File: config.mk
export PLATFORM = sky130hd
export DESIGN_NAME = bcd_stopwatch_ctrl
export DESIGN_NICKNAME = d
export VERILOG_FILES = /design/src/rtl/bcd_pkg.sv /design/src/rtl/bcd_digit.sv /design/src/rtl/bcd_stopwatch_ctrl.sv
export SDC_FILE = /design/constraint.sdc
export NUM_CORES = 1
export LEC_CHECK = 0
export BUFFER_PORTS_ARGS = -buffer_cell sky130_fd_sc_hd__buf_2
export CORE_MARGIN = 3
export CORE_UTILIZATION = 59
export CTS_CLUSTER_DIAMETER = 120
export DETAILED_ROUTE_END_ITERATION = 10
export PLACE_DENSITY = 0.85
export SYNTH_ARGS = -nofsm -noshare
export SYNTH_HDL_FRONTEND = slang
export SYNTH_SLANG_ARGS = --single-unit
File: constraint.sdc
create_clock -name clk -period 5.4 [get_ports clk]
set_clock_uncertainty 0.1 [all_clocks]
set_input_delay 0.27 -clock clk [delete_from_list [all_inputs] [get_ports clk]]
set_output_delay 0.27 -clock clk [all_outputs]
set_load 0.01 [all_outputs]
File: src/rtl/bcd_pkg.sv
// Shared definitions for the BCD stopwatch slice.
//   state_t : FSM state encoding (ST_IDLE, ST_RUN, ST_PAUSE, ST_DONE), 2 bits
//   BCD_W   : bits per BCD digit
//   BCD_MAX : largest legal digit value
package bcd_pkg;

  localparam int unsigned BCD_W = 4;
  localparam logic [3:0] BCD_MAX = 4'd9;

  typedef enum logic [1:0] {
    ST_IDLE  = 2'd0,
    ST_RUN   = 2'd1,
    ST_PAUSE = 2'd2,
    ST_DONE  = 2'd3
  } state_t;

endpackage

File: src/rtl/bcd_digit.sv
// One decimal digit of the stopwatch cascade.
//   clk    : clock, rising edge
//   rst    : synchronous active-high reset
//   clr    : synchronous clear to 0
//   inc    : advance by one this cycle, wrapping 9 -> 0
//   q      : current digit value
//   at_max : q is 9, so the next increment carries into the digit above
module bcd_digit
  import bcd_pkg::*;
(
  input  logic       clk,
  input  logic       rst,
  input  logic       clr,
  input  logic       inc,
  output logic [3:0] q,
  output logic       at_max
);

  assign at_max = (q == BCD_MAX);

  // NOTE: sequential state uses non-blocking assignments so every register
  // samples the pre-edge values of its neighbours, independent of block order.
  always_ff @(posedge clk) begin
    if (rst || clr) begin
      q <= 4'd0;
    end else if (inc) begin
      q <= at_max ? 4'd0 : q + 4'd1;
    end
  end

endmodule

File: src/rtl/bcd_stopwatch_ctrl.sv
// Start/stop/clear stopwatch over a cascade of BCD digit counters.
//   clk     : clock, rising edge
//   rst     : synchronous active-high reset
//   start   : level, enter/resume RUN from IDLE or PAUSE
//   stop    : level, RUN -> PAUSE
//   clear   : level, zero count and prescaler, go IDLE from any state
//   limit   : BCD terminal value, all-zero means free run
//   count   : packed BCD count, digit i at [4i+3:4i]
//   running : registered, high while in RUN
//   done    : registered, high while in DONE
module bcd_stopwatch_ctrl
  import bcd_pkg::*;
#(
  parameter int DIGITS   = 4,
  parameter int PRESCALE = 10
) (
  input  logic                  clk,
  input  logic                  rst,
  input  logic                  start,
  input  logic                  stop,
  input  logic                  clear,
  input  logic [4*DIGITS-1:0]   limit,
  output logic [4*DIGITS-1:0]   count,
  output logic                  running,
  output logic                  done
);

  localparam int PW = (PRESCALE > 1) ? $clog2(PRESCALE) : 1;
  localparam logic [PW-1:0] PSC_LAST = PW'(PRESCALE - 1);

  state_t              state;
  logic [PW-1:0]       psc;
  logic                tick;
  logic                hit;
  logic [DIGITS-1:0]   inc;
  logic [DIGITS-1:0]   at_max;
  logic [4*DIGITS-1:0] next_count;

  assign tick = (state == ST_RUN) && (psc == PSC_LAST);

  // Digit i advances only when every lower digit is about to wrap; next_count
  // is the value the cascade will hold after this edge, so the terminal match
  // is detected on the same edge that produces it.
  for (genvar i = 0; i < DIGITS; i++) begin : g_digit
    logic [3:0] q_i;

    if (i == 0) begin : g_lsd
      assign inc[i] = tick;
    end else begin : g_upper
      assign inc[i] = tick & (&at_max[i-1:0]);
    end

    bcd_digit u_digit (
      .clk    (clk),
      .rst    (rst),
      .clr    (clear),
      .inc    (inc[i]),
      .q      (q_i),
      .at_max (at_max[i])
    );

    assign count[BCD_W*i +: BCD_W]      = q_i;
    assign next_count[BCD_W*i +: BCD_W] = !inc[i]   ? q_i  :
                                          at_max[i] ? 4'd0 : q_i + 4'd1;
  end

  // A limit digit above 9 can never equal a BCD count, so such a limit
  // simply never matches and the block free-runs.
  assign hit = tick && (limit != '0) && (next_count == limit);

  // Outputs are assigned alongside every state change so they always
  // reflect the state register without a decode stage.
  always_ff @(posedge clk) begin
    if (rst) begin
      state   <= ST_IDLE;
      psc     <= '0;
      running <= 1'b0;
      done    <= 1'b0;
    end else if (clear) begin
      state   <= ST_IDLE;
      psc     <= '0;
      running <= 1'b0;
      done    <= 1'b0;
    end else begin
      case (state)
        ST_IDLE, ST_PAUSE: begin
          // Prescaler is held here so the tick phase survives a pause.
          if (start && !stop) begin
            state   <= ST_RUN;
            running <= 1'b1;
          end
        end
        ST_RUN: begin
          psc <= tick ? '0 : psc + PW'(1);
          // The tick's increment commits regardless; reaching the limit
          // outranks a simultaneous stop.
          if (hit) begin
            state   <= ST_DONE;
            running <= 1'b0;
            done    <= 1'b1;
          end else if (stop) begin
            state   <= ST_PAUSE;
            running <= 1'b0;
          end
        end
        default: begin
          // ST_DONE: left only through clear or rst.
        end
      endcase
    end
  end

endmodule

==> reports/metrics.yaml <==
hold_path:
  hold_start: "stop"
  hold-path-endpoint: "state[1]"
  hold_depth: 3
  hold_path.class: "primary input to flop"
placement:
  io_buffers: 38
  hpwlAfterDp_um: 3960
  dp_slack_ns: 2.16
  routabilityCongestion: 0.931
  dp.cells: 311
routing:
  vias: 2027
  drt_pre_antenna_iters: 4
  post-route-drc-count: 0
  wirelength_um: 5170
  wire_per_inst_um: 16.4
  initialDrtViolationCount: 146
  via_per_inst: 6.43
  final_antenna_net_count: 0
cts:
  cts_root_buf: "clkbuf_4"
  clock_sinks: 24
  clk_path_buf_depth: 2
  worstSkewPairLatency_ns: 0.31
  path_clk_slew_ns: 0.13
  cts_buffers: 3
  cts.repair.resized: 0
  postCtsSetupBuffers: 0
  cts_hold_buf: 0
  htreeDepth: 1
  cts_tree: "built"
floorplan:
  dieArea_sq_um: 3950
  start_util: 0.620
  coreArea_sq_um: 3080
  die_x_um: 62.9
  pin_count: 39
  die_h_um: 62.9
  row_count: 20
sta:
  fin_ws_ns: 2.11
  period_minus_slack_ns: 3.29
  grt_setup_unrepaired: "false"
  finalSetupViolCount: 0
  finalHoldViolCount: 0
  fin_tns_setup_ns: 0
  fin_crit_sh: 0.610
  worst_pin_slew_ns: 0.650
  max_slew_margin: 0.566
  max_freq_ghz: 0.304
  slew_violations: 0
critical_path:
  r2r_start: "state[0]"
  r2r_cells: 7
  worstReg2RegEnd: "running"
  arrival_ns: 3.39
  r2r_slack_ns: 2.11
  critPathMaxFanout: 10
  cp-start-kind: "flop"
  critPathKind: "flop to flop"
  crit_required_ns: 5.49
  cp-end-kind: "flop"
synth:
  ys_ff_latch: 24
  ys_types: 55
  yosysTopAreaCell: "dfxtp_1"
  netlist.area_leader.share: 0.252
  synth_edf_count: 0
  synthTopCellsByArea: "dfxtp_1, ha_1, a21oi_1"
  syn_avg_cell_area_sq_um: 7.98
  syn-num-nets: 270
  syn-instance-count: 239
  synth_warnings: 0
  yosys_most_used_dff: "dfxtp_1"
  ys_seq_area_frac: 0.252
  synthTopCellsByCount: "dfxtp_1, a21oi_1, nor2_1"
  synth.most_common_cell: "dfxtp_1"
  synthArstFlopShare: 0
  syn_area_sq_um: 1910
power:
  total_power_w: 0.000313
  peakVddDrop_mv: 0.160
  p_per_area_nw_per_um2: 146
  leakage_nw: 0.829
final_layout:
  area_delta_synth_final_pct: 12.5
  instances_no_fill: 315
  nets: 303
  drive_above_1_share: 0.192
  n_antenna_cell: 0
global_routing:
  grt_max_degree: 22
  grt_usage: 0.259
  grt-ovfl-total: 0
  grt_pass1_wl_um: 8390
  antenna_found_initial: 0
  grt_pass1_vias: 1824
run:
  drv_cap: 0
outcome:
  status: "finished clean"
[worst max path at each step]
stage                                       start  endpoint  slack [ns]  cells past startpoint
after CTS                                state[0]   running        2.16                      7
after floorplan                          state[0]  state[0]        2.56                      9
after global placement                   state[0]   running        2.24                      7
after global routing      g_digit[0].u_digit.q[1]   running        1.96                      9
after detailed placement                 state[0]   running        2.16                      7
final                                    state[0]   running        2.11                      7
[worst max-delay path: stages, from the launching register on]
cell	delay, ns
dfxtp_1	0.50
or4b_1	0.67
or4_1	0.62
and3_1	0.24
nor4_1	0.28
nand4_1	0.14
nor4_1	0.51
nor3_1	0.11
[through the flow]
step	cell area [sq um]	hold slack, ns	utilization
floorplan	1910	0.336	-
global placement	2110	0.346	0.685
detailed placement	2110	0.353	0.685
CTS	2150	0.140	0.697
global route	2150	0.166	0.697
finish	2150	0.138	0.697
[power breakdown]
group          switching [W]  leakage [nW]  internal [W]
logic              0.0000213         0.614     0.0000152
registers         0.00000103         0.193      0.000178
clock network      0.0000560        0.0210     0.0000412
total              0.0000784         0.829      0.000234
[layout by cell type, fill, tap and decap left out, types with 3 or more instances in the layout]
master and count:
a21oi_1 22, or3_1 4, o211ai_1 7, mux2i_1 6, nand4b_1 3, nor3_1 8, and3b_1 5, xor2_1 4
dfxtp_1 24, nor2b_1 4, inv_1 9, nand2b_1 7, nand3b_1 4, buf_2 38, xnor2_1 3, o21ai_0 8
ha_1 10, a211o_1 3, o21a_1 5, and3_1 5, clkbuf_4 3, nand4_1 8, nand2_1 9, nor4_1 10
nor2_1 19, or4_1 4, nand3_1 5
[metal layers]
metal | vias up | track usage | wire (um)
met2 | 77 | 0.429 | 2440
met3 | 8 | 0.0414 | 391
li1 | 986 | - | -
met5 | - | 0 | 0
met4 | 0 | 0.0689 | 69
met1 | 956 | 0.348 | 2270
[area by class of cell]
class | count | area [sq um]
repair buffers | 38 | 190
well taps | 44 | 55.1
fillers | 278 | 932
multi-input cells | 196 | 1350
clock buffers | 4 | 36.3
flip-flops and latches | 24 | 480
inverters | 9 | 33.8
[cell families (layout without fill, tap and decap cells)]
group / after synthesis / count (layout) / share of synthesized area
AOI/OAI and AO/OA: 65 / 65 / 0.232
xor gates and xnor gates: 7 / 7 / 0.0322
adders and majority gates: 10 / 10 / 0.0656
buffers and inverters: 19 / 51 / 0.0400
DFF: 24 / 24 / 0.252
muxes: 7 / 7 / 0.0374
and+or+nand+nor: 107 / 107 / 0.341
[registers in the layout (all words and copies together) (netlist names)]
signal / flops
done: 1
running: 1
g_digit.u_digit.q: 16
state: 2
psc: 4
Power figures use the tool's default switching activity.
